### config.mk
export PLATFORM = sky130hd
export DESIGN_NAME = dp_ram_burst_reader
export DESIGN_NICKNAME = d
export VERILOG_FILES = /design/src/rtl/dp_ram_burst_reader_pkg.sv /design/src/rtl/stream_skid_fifo.sv /design/src/rtl/dp_ram_burst_reader.sv
export SDC_FILE = /design/constraint.sdc
export NUM_CORES = 1
export LEC_CHECK = 0
export ABC_AREA = 1
export BUFFER_PORTS_ARGS = -buffer_cell sky130_fd_sc_hd__buf_2
export CAP_MARGIN = 20
export CORE_UTILIZATION = 55
export DETAILED_ROUTE_END_ITERATION = 8
export MAX_ROUTING_LAYER = met4
export PLACE_DENSITY = 0.85
export SYNTH_ARGS = -nofsm -noshare
export SYNTH_HDL_FRONTEND = slang
export SYNTH_SLANG_ARGS = --single-unit
### constraint.sdc
create_clock -name i_clk -period 2.3 [get_ports i_clk]
set_clock_uncertainty 0.2 [all_clocks]
set_input_delay 0 -clock i_clk [delete_from_list [all_inputs] [get_ports i_clk]]
set_output_delay 0 -clock i_clk [all_outputs]
set_load 0.02 [all_outputs]
### src/rtl/dp_ram_burst_reader_pkg.sv
// Shared definitions for the burst reader: FSM state encoding and skid FIFO sizing.
package dp_ram_burst_reader_pkg;

   typedef enum logic [1:0] {
      ST_IDLE   = 2'd0,
      ST_RUN    = 2'd1,
      ST_DRAIN  = 2'd2,
      ST_FINISH = 2'd3
   } reader_state_t;

   localparam int SKID_DEPTH = 2;
   localparam int SKID_PTR_W = $clog2(SKID_DEPTH);
   localparam int SKID_CNT_W = $clog2(SKID_DEPTH + 1);

endpackage

### src/rtl/stream_skid_fifo.sv
// Two-entry FIFO that soaks up RAM read data while the downstream stream is stalled.
module stream_skid_fifo
   import dp_ram_burst_reader_pkg::*;
#(
   parameter int WIDTH = 65
) (
   input  logic                  i_clk,
   input  logic                  i_rst_n,
   input  logic                  i_push,
   input  logic [WIDTH-1:0]      i_push_data,
   input  logic                  i_pop,
   output logic [WIDTH-1:0]      o_head_data,
   output logic [SKID_CNT_W-1:0] o_count,
   output logic                  o_full,
   output logic                  o_empty
);

   logic [WIDTH-1:0]      r_mem [SKID_DEPTH];
   logic [SKID_PTR_W-1:0] r_wr_ptr;
   logic [SKID_PTR_W-1:0] r_rd_ptr;
   logic [SKID_CNT_W-1:0] r_count;
   logic                  w_pop;
   logic                  w_push;

   // A push onto a full FIFO is only legal when the head leaves in the same cycle.
   assign w_pop  = i_pop && !o_empty;
   assign w_push = i_push && (!o_full || w_pop);

   always_ff @(posedge i_clk or negedge i_rst_n) begin
      if (!i_rst_n) begin
         for (int i = 0; i < SKID_DEPTH; i++) begin
            r_mem[i] <= '0;
         end
         r_wr_ptr <= '0;
         r_rd_ptr <= '0;
         r_count  <= '0;
      end else begin
         if (w_push) begin
            r_mem[r_wr_ptr] <= i_push_data;
            r_wr_ptr        <= r_wr_ptr + SKID_PTR_W'(1);
         end
         if (w_pop) begin
            r_rd_ptr <= r_rd_ptr + SKID_PTR_W'(1);
         end
         unique case ({w_push, w_pop})
            2'b10:   r_count <= r_count + SKID_CNT_W'(1);
            2'b01:   r_count <= r_count - SKID_CNT_W'(1);
            default: r_count <= r_count;
         endcase
      end
   end

   assign o_head_data = r_mem[r_rd_ptr];
   assign o_count     = r_count;
   assign o_full      = (r_count == SKID_CNT_W'(SKID_DEPTH));
   assign o_empty     = (r_count == '0);

endmodule

### src/rtl/dp_ram_burst_reader.sv
// Burst read master for the dual-port block RAM: issues port-B reads under a credit
// limit and streams the returned words out as valid/ready with a last marker.
module dp_ram_burst_reader
   import dp_ram_burst_reader_pkg::*;
#(
   parameter int RAM_DEPTH  = 16,
   parameter int ADDR_WIDTH = $clog2(RAM_DEPTH),
   parameter int DATA_WIDTH = 64,
   parameter int LEN_WIDTH  = ADDR_WIDTH + 1
) (
   input  logic                  i_clk,
   input  logic                  i_rst_n,
   input  logic                  i_cmd_valid,
   output logic                  o_cmd_ready,
   input  logic [ADDR_WIDTH-1:0] i_cmd_addr,
   input  logic [LEN_WIDTH-1:0]  i_cmd_len,
   output logic                  o_ram_enb,
   output logic [ADDR_WIDTH-1:0] o_ram_addrb,
   input  logic [DATA_WIDTH-1:0] i_ram_dob,
   output logic                  o_out_valid,
   input  logic                  i_out_ready,
   output logic [DATA_WIDTH-1:0] o_out_data,
   output logic                  o_out_last,
   output logic                  o_busy,
   output logic                  o_done
);

   reader_state_t         r_state;
   reader_state_t         w_next_state;
   logic [ADDR_WIDTH-1:0] r_addr;
   logic [ADDR_WIDTH-1:0] w_next_addr;
   logic [LEN_WIDTH-1:0]  r_len;
   logic [LEN_WIDTH-1:0]  r_issued;
   logic                  r_inflight;
   logic                  r_inflight_last;
   logic                  w_issue;
   logic                  w_last_issue;
   logic                  w_pop;
   logic                  w_out_valid;
   logic                  w_fifo_full;
   logic                  w_fifo_empty;
   logic [SKID_CNT_W-1:0] w_fifo_count;
   logic [2:0]            w_occupancy;
   logic [DATA_WIDTH:0]   w_head;

   assign w_out_valid = !w_fifo_empty;
   assign w_pop       = w_out_valid && i_out_ready;

   // Never let FIFO plus in-flight exceed the skid depth, so captured data always has a slot.
   assign w_occupancy  = 3'(w_fifo_count) + 3'(r_inflight);
   assign w_issue      = (r_state == ST_RUN) && (r_issued < r_len) &&
                         (w_occupancy < (3'(SKID_DEPTH) + 3'(w_pop)));
   assign w_last_issue = w_issue && (r_issued == (r_len - LEN_WIDTH'(1)));

   // Explicit wrap compare keeps non-power-of-two depths correct.
   assign w_next_addr = (r_addr == ADDR_WIDTH'(RAM_DEPTH - 1)) ? '0
                                                                : r_addr + ADDR_WIDTH'(1);

   always_comb begin
      w_next_state = r_state;
      unique case (r_state)
         ST_IDLE: begin
            if (i_cmd_valid) begin
               w_next_state = (i_cmd_len == '0) ? ST_FINISH : ST_RUN;
            end
         end
         ST_RUN: begin
            if (w_last_issue) begin
               w_next_state = ST_DRAIN;
            end
         end
         ST_DRAIN: begin
            if (w_fifo_empty && !r_inflight) begin
               w_next_state = ST_FINISH;
            end
         end
         ST_FINISH: w_next_state = ST_IDLE;
         default:   w_next_state = ST_IDLE;
      endcase
   end

   always_ff @(posedge i_clk or negedge i_rst_n) begin
      if (!i_rst_n) begin
         r_state <= ST_IDLE;
      end else begin
         r_state <= w_next_state;
      end
   end

   always_ff @(posedge i_clk or negedge i_rst_n) begin
      if (!i_rst_n) begin
         r_addr          <= '0;
         r_len           <= '0;
         r_issued        <= '0;
         r_inflight      <= 1'b0;
         r_inflight_last <= 1'b0;
      end else begin
         if ((r_state == ST_IDLE) && i_cmd_valid) begin
            r_addr   <= i_cmd_addr;
            r_len    <= i_cmd_len;
            r_issued <= '0;
         end else if (w_issue) begin
            r_addr   <= w_next_addr;
            r_issued <= r_issued + LEN_WIDTH'(1);
         end
         r_inflight      <= w_issue;
         r_inflight_last <= w_last_issue;
      end
   end

   stream_skid_fifo #(
      .WIDTH (DATA_WIDTH + 1)
   ) u_skid_fifo (
      .i_clk       (i_clk),
      .i_rst_n     (i_rst_n),
      .i_push      (r_inflight),
      .i_push_data ({r_inflight_last, i_ram_dob}),
      .i_pop       (w_pop),
      .o_head_data (w_head),
      .o_count     (w_fifo_count),
      .o_full      (w_fifo_full),
      .o_empty     (w_fifo_empty)
   );

   assign o_cmd_ready = (r_state == ST_IDLE);
   assign o_ram_enb   = w_issue;
   assign o_ram_addrb = r_addr;
   assign o_out_valid = w_out_valid;
   assign o_out_data  = w_head[DATA_WIDTH-1:0];
   assign o_out_last  = w_head[DATA_WIDTH];
   assign o_busy      = (r_state == ST_RUN) || (r_state == ST_DRAIN);
   assign o_done      = (r_state == ST_FINISH);

endmodule

==> results of run 1 <==
## area by class of cell
cell class / instances / area [µm²]
Clock buffer: 25 / 515
Clock inverter: 3 / 40.0
Fill cell: 872 / 3060
Inverter: 94 / 353
Multi-Input combinational cell: 601 / 2830
Sequential cell: 152 / 3800
Tap cell: 172 / 215
Timing Repair Buffer: 254 / 1860
## power by group through the flow
stage               sequential (mW)  clock, mW  combinational [mW]
floorplan                      4.43          0                4.10
global placement               4.49          0                5.66
detailed placement             4.54          0                5.81
CTS                            4.51       2.66                6.06
global route                   4.70       2.77                7.02
finish                         4.56       2.63                6.25
## critical path, stage by stage, from the launching register on
cell	delay, ns
sky130_fd_sc_hd__dfrtp_1	0.41
sky130_fd_sc_hd__inv_2	0.09
sky130_fd_sc_hd__ha_1	0.32
sky130_fd_sc_hd__nand2_2	0.08
sky130_fd_sc_hd__nor2_1	0.05
sky130_fd_sc_hd__nand2_1	0.05
sky130_fd_sc_hd__nand4_1	0.19
sky130_fd_sc_hd__nor2_4	0.15
sky130_fd_sc_hd__buf_4	0.15
sky130_fd_sc_hd__buf_4	0.14
## sequential cells by signal, indices dropped and copies added (netlist names)
| register | cells |
|---|---|
| u_skid_fifo.r_mem | 130 |
| r_issued | 5 |
| r_len | 5 |
| o_ram_addrb | 4 |
| r_state | 2 |
| u_skid_fifo.o_count | 2 |
| r_inflight | 1 |
| r_inflight_last | 1 |
| u_skid_fifo.r_rd_ptr | 1 |
| u_skid_fifo.r_wr_ptr | 1 |
## synth_stat cells
cell	number	area share, %
sky130_fd_sc_hd__or2_2	1	0.087
sky130_fd_sc_hd__xor2_1	3	0.37
sky130_fd_sc_hd__nor2_2	1	0.087
sky130_fd_sc_hd__or2_1	1	0.087
sky130_fd_sc_hd__ha_1	15	2.6
sky130_fd_sc_hd__nor3_1	1	0.070
sky130_fd_sc_hd__dfrtp_1	152	53
sky130_fd_sc_hd__xnor2_1	3	0.37
sky130_fd_sc_hd__nand4_1	2	0.17
sky130_fd_sc_hd__nand3_2	1	0.14
sky130_fd_sc_hd__o21ai_2	26	3.2
sky130_fd_sc_hd__clkbuf_1	25	1.3
sky130_fd_sc_hd__buf_1	3	0.16
sky130_fd_sc_hd__buf_6	11	1.7
sky130_fd_sc_hd__nand2_4	2	0.31
sky130_fd_sc_hd__nand2_2	1	0.087
sky130_fd_sc_hd__inv_1	93	4.9
sky130_fd_sc_hd__nor4_1	2	0.17
sky130_fd_sc_hd__a21oi_1	3	0.21
sky130_fd_sc_hd__o21ai_0	77	5.4
sky130_fd_sc_hd__o21a_1	1	0.10
sky130_fd_sc_hd__o21ai_1	39	2.7
sky130_fd_sc_hd__buf_2	5	0.35
sky130_fd_sc_hd__nand3b_1	1	0.10
sky130_fd_sc_hd__nand3_1	16	1.1
sky130_fd_sc_hd__nand2_1	394	21
sky130_fd_sc_hd__inv_2	1	0.052
sky130_fd_sc_hd__nor2_1	11	0.58
## final timing paths
kind                                       start                     end  slack (ns)
max                                     r_len[3]               o_ram_enb        0.05
min in group asynchronous                i_rst_n  u_skid_fifo.r_mem[123]        0.46
max reg2reg                           r_state[1]          o_ram_addrb[0]        0.14
min                                i_ram_dob[53]  u_skid_fifo.r_mem[118]        0.17
min reg2reg                u_skid_fifo.r_mem[91]   u_skid_fifo.r_mem[91]        0.28
max in group asynchronous                i_rst_n   u_skid_fifo.r_mem[11]        0.77
## metrics by stage
stage	worst slack, ns	utilization, %	hold WS, ns	setup TNS, ns
6_report	0.0529	75.8	0.174	0
5_1_grt	-0.0792	75.8	0.196	-0.137
4_1_cts	0.0122	75.4	0.158	0
3_5_place_dp	0.186	64.2	-0.193	0
3_3_place_gp	0.265	64.2	-0.194	0
2_1_floorplan	0.203	-	-0.496	0
## kinds of logic after synthesis
logic type	count (synthesis)	synth area share (%)
adder cells (fa/ha/maj)	15	2.62
AO/OA/AOI/OAI	146	11.6
buffers and inverters	138	8.46
flip-flops	152	53.0
XOR/XNOR	6	0.732
AND/OR/NAND/NOR	434	23.6
## layer usage
metal  GRT usage [%]  routed length, µm  up-vias
li1                -                  -     3212
met1            35.2               7420     3102
met2            47.5               9260      228
met3            6.23                901       46
met4            12.5                496        0
met5               -                  0        -
## repair_timing
action                     CTS  global route
pin swaps                    1             2
hold endpoints to repair   301             0
setup buffers                1             2
hold buffers                85             0
gates resized for setup      1            13
setup endpoints to repair    1            10
gates cloned                 0             0
==> summary.log, run 1 <==
INFO  outcome        outcome=finished, final reports clean
INFO  clock_network  cts_made_buffers=17
INFO  pwr            pwr-share-seq=33.9%
INFO  timing         final_hold_vios=0
INFO  global_route   grt.overflow.total=0
INFO  global_route   wire_length_of_the_first_global_routing_pass=29400µm
INFO  timing         fin_crit=2.25ns
INFO  timing         max_slew.worst_pin.slew=0.784ns
INFO  global_route   first_global_vias=6292
INFO  floorplan      fp.dieArea=13500µm²
INFO  timing         timing.max_slew.rel_slack=47.7%
INFO  floorplan      rows=41
INFO  yosys          count_of_mapped_cells_out_of_synthesis=891
INFO  routing        routed_wirelength=18100µm
INFO  yosys          ys_types=28
INFO  clock_network  clock_tree.buffer_depth=2
INFO  routing        detail_route.vias_per_cell=5.06
INFO  placement      port_buffers=150
INFO  placement      gpl.final_weighted_congestion=0.854
INFO  finish         mostFrequentLayoutCell=sky130_fd_sc_hd__nand2_1
INFO  pwr            pwr-share-comb=46.5%
INFO  pwr            peak_vdd_ir=0.000908V
INFO  routing        num_vias=6588
INFO  routing        avgRoutedWirePerCell=13.9µm
INFO  timing         timing.final.crit_share=97.7%
INFO  floorplan      die_height=116µm
INFO  clock_network  cts.sink_count=152
INFO  finish         area_growth=33.9%
INFO  timing         achievable-frequency=0.445GHz
INFO  setup_path     ff2ff_path_depth=9
INFO  timing         report.final.slew_viol_count=0
INFO  routing        detail_route.drc_violations=0
INFO  pwr            power.share.switching=42.2%
INFO  routing        detail-route-antenna-nets=0
INFO  routing        first_pass_iters=4
INFO  floorplan      floorplan.io_pins=151
INFO  hold_path      hp-class=in2reg
INFO  setup_path     crit_required=2.10ns
INFO  finish         final_nets=1212
INFO  pwr            power_frac_clock=19.6%
INFO  yosys          synth_sequential_area_ratio=53.0%
INFO  pwr            p_per_area=1400nW/µm²
INFO  global_route   grt.total_usage=29.2%
INFO  setup_path     worst_setup_path_start_kind=flop
INFO  clock_network  cts_tree=done
INFO  global_route   grt_antenna_before_repair=0
INFO  clock_network  cts-root-buf=sky130_fd_sc_hd__clkbuf_16
INFO  floorplan      floorplan.die.width=116µm
INFO  yosys          postSynthRegisterBits=152
INFO  pwr            cell_internal_pwr=7.77mW
INFO  pwr            total_power=13.4mW
INFO  floorplan      coreArea=12700µm²
INFO  floorplan      starting_density=56.6%
INFO  routing        drt-initial-drc-count=491
INFO  clock_network  htreeDepth=4
INFO  finish         insertedDiodeCount=0
INFO  finish         finalNonFillerCells=1301
INFO  setup_path     timing.critical_path.fanout_max=5
INFO  yosys          syn_std_cell_area=7180µm²
INFO  placement      dpl_cell_area=8130µm²
INFO  flow_run       max-cap-violations=0
INFO  pwr            cellLeakagePower=5.32nW
INFO  finish         final_cell_area=9610µm²
INFO  yosys          ys.warnings.count=0
INFO  finish         final_cell_mix=393 x sky130_fd_sc_hd__nand2_1, 151 x sky130_fd_sc_hd__dfrtp_1, 148 x sky130_fd_sc_hd__buf_2
INFO  setup_path     worst_setup_path_end_kind=output pin
INFO  setup_path     worst_ep_arrival_time=2.05ns
INFO  placement      post-dp-hpwl=10200µm
INFO  setup_path     crit_type=reg2out
INFO  clock_network  clkSlewWorstSetupHoldPaths=0.06ns
INFO  clock_network  worst_skew_pair.late_latency=0.42ns
INFO  global_route   grt_start_max_net_pins=66
INFO  timing         setup-violations-final=0
INFO  hold_path      worst_hold_path.num_cells=4
INFO  pwr            switching_power=5.67mW
INFO  placement      placedCellCount=1185
INFO  yosys          postSynthAreaPerCell=8.05µm²
INFO  yosys          mappedNetlistNets=983
INFO  finish         post_route_cells_drive_above_1_share=21.3%
No activity file was read; power rests on OpenSTA's default activity.
==> inputs of run 2 (changes only) <==
Settings changed: CORE_UTILIZATION 55 to 56, PLACE_DENSITY 0.85 to 0.86, SYNTH_HIERARCHICAL set to 1.
==> summary.log, run 2 <==
INFO  timing         setup-violations-final=0 [unchanged]
INFO  floorplan      rows=42 [+2.4%]
INFO  clock_network  htreeDepth=4 [unchanged]
INFO  global_route   grt_antenna_before_repair=0 [unchanged]
INFO  clock_network  cts.sink_count=152 [unchanged]
INFO  hold_path      hp-class=in2reg
INFO  placement      post-dp-hpwl=11500µm [+13%]
INFO  setup_path     timing.critical_path.fanout_max=7 [+2]
INFO  finish         nFillCells=913 [+4.7%]
INFO  floorplan      floorplan.die.width=119µm [+2.6%]
INFO  placement      gpl.final_weighted_congestion=0.856 [+0.25%]
INFO  timing         timing.max_slew.rel_slack=50.2% [+2.5 points]
INFO  yosys          count_of_mapped_cells_out_of_synthesis=989 [+11%]
INFO  global_route   grt_start_max_net_pins=135 [+100%]
INFO  global_route   grt.overflow.total=0 [unchanged]
INFO  finish         number_of_flip_flops_under_the_largest_register_name=130 [unchanged]
INFO  finish         final_nets=1282 [+5.8%]
INFO  timing         max_slew.worst_pin.slew=0.747ns [-0.0374 ns]
INFO  routing        detail_route.drc_violations=0 [unchanged]
INFO  routing        detail_route.vias_per_cell=5.58 [+10%]
INFO  timing         report.final.slew_viol_count=0 [unchanged]
INFO  finish         final_cell_area=10100µm² [+4.6%]
INFO  global_route   grt.total_usage=32.4% [+3.2 points]
INFO  pwr            cellLeakagePower=5.59nW [+5.1%]
INFO  finish         largest_register=u_skid_fifo/r_mem
INFO  clock_network  cts_tree=done
INFO  pwr            p_per_area=1490nW/µm² [+6.3%]
INFO  yosys          ys.warnings.count=6 [+6]
INFO  floorplan      die_height=119µm [+2.6%]
INFO  clock_network  postCtsResizedCells=0 [-1]
INFO  floorplan      starting_density=57.6% [+1.0 points]
INFO  clock_network  worst_skew_pair.late_latency=0.42ns [about the same]
INFO  floorplan      fp.dieArea=14200µm² [+5.2%]
INFO  floorplan      coreArea=13300µm² [+5.3%]
INFO  routing        first_pass_iters=5 [+1]
INFO  pwr            total_power=15.0mW [+11%]
INFO  clock_network  cts-root-buf=sky130_fd_sc_hd__clkbuf_16
INFO  floorplan      floorplan.io_pins=151 [unchanged]
INFO  routing        drt-initial-drc-count=799 [+63%]
INFO  setup_path     worst_setup_path_start_kind=flop
INFO  setup_path     crit_type=reg2out
INFO  timing         timing.final.crit_share=96.4% [-1.3 points]
INFO  routing        avgRoutedWirePerCell=15.5µm [+12%]
INFO  global_route   first_global_vias=7508 [+19%]
INFO  clock_network  clkSlewWorstSetupHoldPaths=0.06ns [about the same]
INFO  pwr            peak_vdd_ir=0.000795V [-12%]
INFO  yosys          syn_std_cell_area=7690µm² [+7.2%]
INFO  setup_path     worst_ep_arrival_time=2.02ns [-0.03 ns]
INFO  timing         achievable-frequency=0.451GHz [+1.4%]
INFO  routing        num_vias=7701 [+17%]
INFO  placement      port_buffers=150 [unchanged]
INFO  yosys          mappedNetlistNets=1081 [+10%]
INFO  clock_network  cts_made_buffers=17 [unchanged]
INFO  setup_path     worst_setup_path_end_kind=output pin
INFO  setup_path     crit_required=2.10ns [about the same]
INFO  timing         final_hold_vios=0 [unchanged]
INFO  finish         post_route_cells_drive_above_1_share=19.7% [-1.6 points]
INFO  timing         fin_crit=2.22ns [-0.0304 ns]
INFO  finish         largest_registers=u_skid_fifo/r_mem x130, r_issued x5, r_len x5
INFO  flow_run       max-cap-violations=0 [unchanged]
INFO  placement      dpl_cell_area=8540µm² [+5.1%]
INFO  clock_network  clock_tree.buffer_depth=2 [unchanged]
INFO  routing        detail-route-antenna-nets=0 [unchanged]
INFO  outcome        outcome=finished, final reports clean
INFO  yosys          postSynthAreaPerCell=7.78µm² [-3.4%]
INFO  routing        routed_wirelength=21400µm [+18%]
INFO  finish         final_cell_mix=515 x sky130_fd_sc_hd__nand2_1, 149 x sky130_fd_sc_hd__buf_2, 149 x sky130_fd_sc_hd__dfrtp_1
INFO  global_route   wire_length_of_the_first_global_routing_pass=35300µm [+20%]
INFO  finish         mostFrequentLayoutCell=sky130_fd_sc_hd__nand2_1
INFO  finish         insertedDiodeCount=0 [unchanged]
INFO  finish         area_growth=30.7%
[run 2: path summary, 6_finish.rpt]
path,to,cells past startpoint,slack (ns),start
max reg2reg,r_len[3],6,0.16,r_state[0]
max in group asynchronous,u_skid_fifo/r_mem[118],4,0.76,i_rst_n
min in group asynchronous,u_skid_fifo/r_mem[5],3,0.42,i_rst_n
min reg2reg,u_skid_fifo/r_mem[50],2,0.27,u_skid_fifo/r_mem[50]
min,o_ram_addrb[3],4,0.14,i_cmd_addr[3]
max,o_ram_enb,8,0.08,r_len[4]
[run 2: per-layer routing]
layer  wire length [µm]  track usage (%)  vias up  share of wire, %
met1               8570             39.7     3655                40
met4                665             15.1        0               3.1
met2              10700             51.9      356                50
met5                  0                -        -                 0
li1                   -                -     3625                 -
met3               1460             6.03       65               6.8
[run 2: report_power, final]
part	total, mW	switching [mW]	internal (mW)
logic	7.15	4.84	2.31
registers	4.63	0.771	3.86
clock network	3.18	1.09	2.09
total	15.0	6.70	8.26
[run 2: final cells by class]
cell class	count	area [µm²]	area share [%]
Tap cell	176	220	2.19
Timing Repair Buffer	254	1800	17.9
Clock buffer	20	457	4.54
Clock inverter	12	221	2.20
Multi-Input combinational cell	729	3410	33.9
Inverter	36	135	1.34
Sequential cell	152	3810	37.9
[run 2: stage by stage]
| step | worst slack (ns) | hold slack (ns) | setup TNS (ns) | util (%) | std cells |
|---|---|---|---|---|---|
| 4_1_cts | 0.0589 | 0.122 | 0 | 75.1 | 1375 |
| 5_1_grt | -0.00830 | 0.143 | -0.00830 | 75.3 | 1379 |
| 2_1_floorplan | 0.404 | -0.496 | 0 | - | 989 |
| 6_report | 0.0833 | 0.137 | 0 | 75.3 | 1379 |
| 3_3_place_gp | 0.335 | -0.229 | 0 | 64.0 | 1263 |
| 3_5_place_dp | 0.296 | -0.228 | 0 | 64.0 | 1263 |
[run 2: repair_timing]
| action | in CTS | in global routing |
|---|---|---|
| endpoints found under the hold margin | 298 | 0 |
| setup endpoints to repair | 0 | 1 |
| setup buffers | 0 | 4 |
| hold buffers | 80 | 0 |
[run 2: worst max-delay path: stages, from the launching register on]
cell                      delay [ns]
sky130_fd_sc_hd__dfrtp_1        0.39
sky130_fd_sc_hd__inv_2          0.05
sky130_fd_sc_hd__ha_1           0.32
sky130_fd_sc_hd__nand2_1        0.10
sky130_fd_sc_hd__nor2_1         0.06
sky130_fd_sc_hd__nand2_1        0.11
sky130_fd_sc_hd__nand4_4        0.15
sky130_fd_sc_hd__nor2_8         0.22
sky130_fd_sc_hd__buf_2          0.20
==> inputs of run 3 (changes only) <==
Settings changed: PLACE_DENSITY 0.86 to 0.81.
==> summary.log, run 3 (same netlist as run 2, synthesis figures left out) <==
INFO  clock_network  cts.sink_count=152 [unchanged]
INFO  clock_network  clkSlewWorstSetupHoldPaths=0.06ns [about the same]
INFO  routing        routed_wirelength=21400µm [about the same]
INFO  setup_path     worst_ep_arrival_time=1.96ns [-0.06 ns]
INFO  placement      dpl_cell_area=8550µm² [about the same]
INFO  placement      port_buffers=150 [unchanged]
INFO  timing         setup-violations-final=0 [unchanged]
INFO  setup_path     worst_path_most_repeated_cell=sky130_fd_sc_hd__nand2_1
INFO  global_route   wire_length_of_the_first_global_routing_pass=35500µm [+0.43%]
INFO  setup_path     critPathSlowestCell=sky130_fd_sc_hd__dfrtp_1
INFO  finish         largest_registers=u_skid_fifo/r_mem x130, r_issued x5, r_len x5
INFO  finish         final_cell_area=10000µm² [-0.19%]
INFO  clock_network  cts-root-buf=sky130_fd_sc_hd__clkbuf_16
INFO  setup_path     worst_setup_path_end_kind=output pin
INFO  finish         finalNonFillerCells=1378 [-0.073%]
INFO  global_route   grt_start_max_net_pins=135 [unchanged]
INFO  placement      gpl.final_weighted_congestion=0.840 [-2.0%]
INFO  placement      post-dp-hpwl=12000µm [+4.2%]
INFO  finish         area_growth=30.4%
INFO  setup_path     timing.critical_path.fanout_max=6 [-1]
INFO  global_route   first_global_vias=7426 [-1.1%]
INFO  finish         final_nets=1281 [-0.078%]
INFO  timing         fin_crit=2.16ns [-0.0557 ns]
INFO  setup_path     cp.buffers_inverters=2 [unchanged]
INFO  global_route   grt.busiest_layer=met2
INFO  floorplan      starting_density=57.6% [unchanged]
INFO  pwr            peak_vdd_ir=0.000815V [+2.5%]
INFO  floorplan      floorplan.die.width=119µm [unchanged]
INFO  timing         timing.max_slew.rel_slack=54.9% [+4.7 points]
INFO  timing         timing.final.crit_share=94.0% [-2.4 points]
INFO  setup_path     crit_required=2.10ns [about the same]
INFO  clock_network  cts_tree=done
INFO  clock_network  htreeDepth=4 [unchanged]
INFO  finish         mostFrequentLayoutCell=sky130_fd_sc_hd__nand2_1
INFO  routing        detail-route-antenna-nets=0 [unchanged]
INFO  flow_run       max-cap-violations=0 [unchanged]
INFO  global_route   grt_use_met3=6.08% [+0.048 points]
INFO  clock_network  worst_skew_pair.late_latency=0.42ns [about the same]
INFO  setup_path     worst_setup_path_start_kind=flop
INFO  global_route   grt.overflow.total=0 [unchanged]
INFO  finish         number_of_flip_flops_under_the_largest_register_name=130 [unchanged]
INFO  hold_path      hp-class=in2reg
INFO  pwr            p_per_area=1490nW/µm² [about the same]
INFO  placement      placedCellCount=1264 [+0.079%]
INFO  timing         max_slew.worst_pin.slew=0.676ns [-0.0707 ns]
INFO  routing        first_pass_iters=5 [unchanged]
INFO  timing         final_hold_vios=0 [unchanged]
INFO  setup_path     cp_slowest_stage_delay=0.39ns [about the same]
INFO  timing         achievable-frequency=0.463GHz [+2.6%]
INFO  pwr            total_power=14.9mW [-0.15%]
INFO  outcome        outcome=finished, final reports clean
INFO  global_route   grt_use_met2=51.4% [-0.47 points]
INFO  timing         setup_tns=0ns [unchanged]
INFO  floorplan      fp.dieArea=14200µm² [unchanged]
INFO  setup_path     crit_path_cell_trace=inv_2, ha_1, nand2_1, nand2_1, nand2_1, nand4_4, nor2_8, buf_2
INFO  pwr            cellLeakagePower=5.58nW [-0.14%]
INFO  finish         final_cell_mix=515 x sky130_fd_sc_hd__nand2_1, 149 x sky130_fd_sc_hd__buf_2, 149 x sky130_fd_sc_hd__dfrtp_1
INFO  floorplan      die_height=119µm [unchanged]
INFO  routing        detail_route.vias_per_cell=5.51 [-1.3%]
INFO  finish         insertedDiodeCount=0 [unchanged]
INFO  routing        drt-initial-drc-count=877 [+9.8%]
INFO  routing        avgRoutedWirePerCell=15.5µm [about the same]
INFO  global_route   grt_antenna_before_repair=0 [unchanged]
INFO  finish         largest_register=u_skid_fifo/r_mem
INFO  floorplan      floorplan.io_pins=151 [unchanged]
INFO  finish         post_route_cells_drive_above_1_share=19.7% [about the same]
INFO  routing        detail_route.drc_violations=0 [unchanged]
INFO  setup_path     critical_path.top_delay_family=simple AND/OR/NAND/NOR gates
INFO  routing        num_vias=7599 [-1.3%]
INFO  floorplan      rows=42 [unchanged]
INFO  timing         grt_setup_unrepaired=no
INFO  floorplan      coreArea=13300µm² [unchanged]
INFO  global_route   grt.total_usage=32.4% [+0.069 points]
INFO  global_route   grt_use_met1=41.3% [+1.6 points]
INFO  setup_path     crit_type=reg2out
INFO  clock_network  cts_made_buffers=17 [unchanged]
INFO  clock_network  clock_tree.buffer_depth=2 [unchanged]
INFO  timing         report.final.slew_viol_count=0 [unchanged]
INFO  clock_network  postCtsResizedCells=0 [unchanged]
run 3: per-layer routing:
layer  up-vias  part of all wire, %
li1       3623                    -
met1      3576                   41
met2       351                   50
met3        49                  6.5
met4         0                  2.1
met5         -                    0
run 3: layout make-up:
type	count	area, µm²
clock buffer	18	439
clock inverter	14	228
fill	974	3310
inverter	36	135
multi-input combinational	729	3410
sequential	152	3810
tap	176	220
timing repair buffer	253	1790
run 3: final timing paths:
check	startpoint	endpoint	slack, ns	cells past startpoint
worst max-delay path	r_len[2]	o_ram_enb	0.14	8
worst min-delay path	i_cmd_len[0]	r_len[0]	0.15	4
worst max register to register	r_len[2]	r_state[0]	0.18	13
worst min register to register	u_skid_fifo/r_mem[6]	u_skid_fifo/r_mem[6]	0.27	2
max in group asynchronous	i_rst_n	u_skid_fifo/r_wr_ptr	0.75	4
min in group asynchronous	i_rst_n	u_skid_fifo/r_mem[116]	0.43	3
run 3: timing repair:
| item | 4_1_cts | 5_1_grt |
|---|---|---|
| endpoints found under the setup margin | 0 | 1 |
| hold endpoints to repair | 298 | 0 |
| hold buffers | 80 | 0 |
| buffers inserted | 0 | 2 |
run 3: worst min-delay path: cells and delay by family:
family	cells	cell delay, ns
buffers and inverters	2	0.63
AOI/OAI and AO/OA	1	0.06
and+or+nand+nor	1	0.05
run 3: metrics by stage:
stage               hold slack (ns)  util (%)  setup slack, ns
finish                        0.150      75.2            0.139
global route                  0.170      75.2           0.0345
CTS                           0.135      75.1           0.0605
detailed placement           -0.230      64.1            0.298
global placement             -0.223      64.1            0.328
floorplan                    -0.496         -            0.404
run 3: where the power goes:
part           internal (mW)  switching (mW)
logic                   2.32            4.81
clock network           2.05            1.10
registers               3.86           0.794
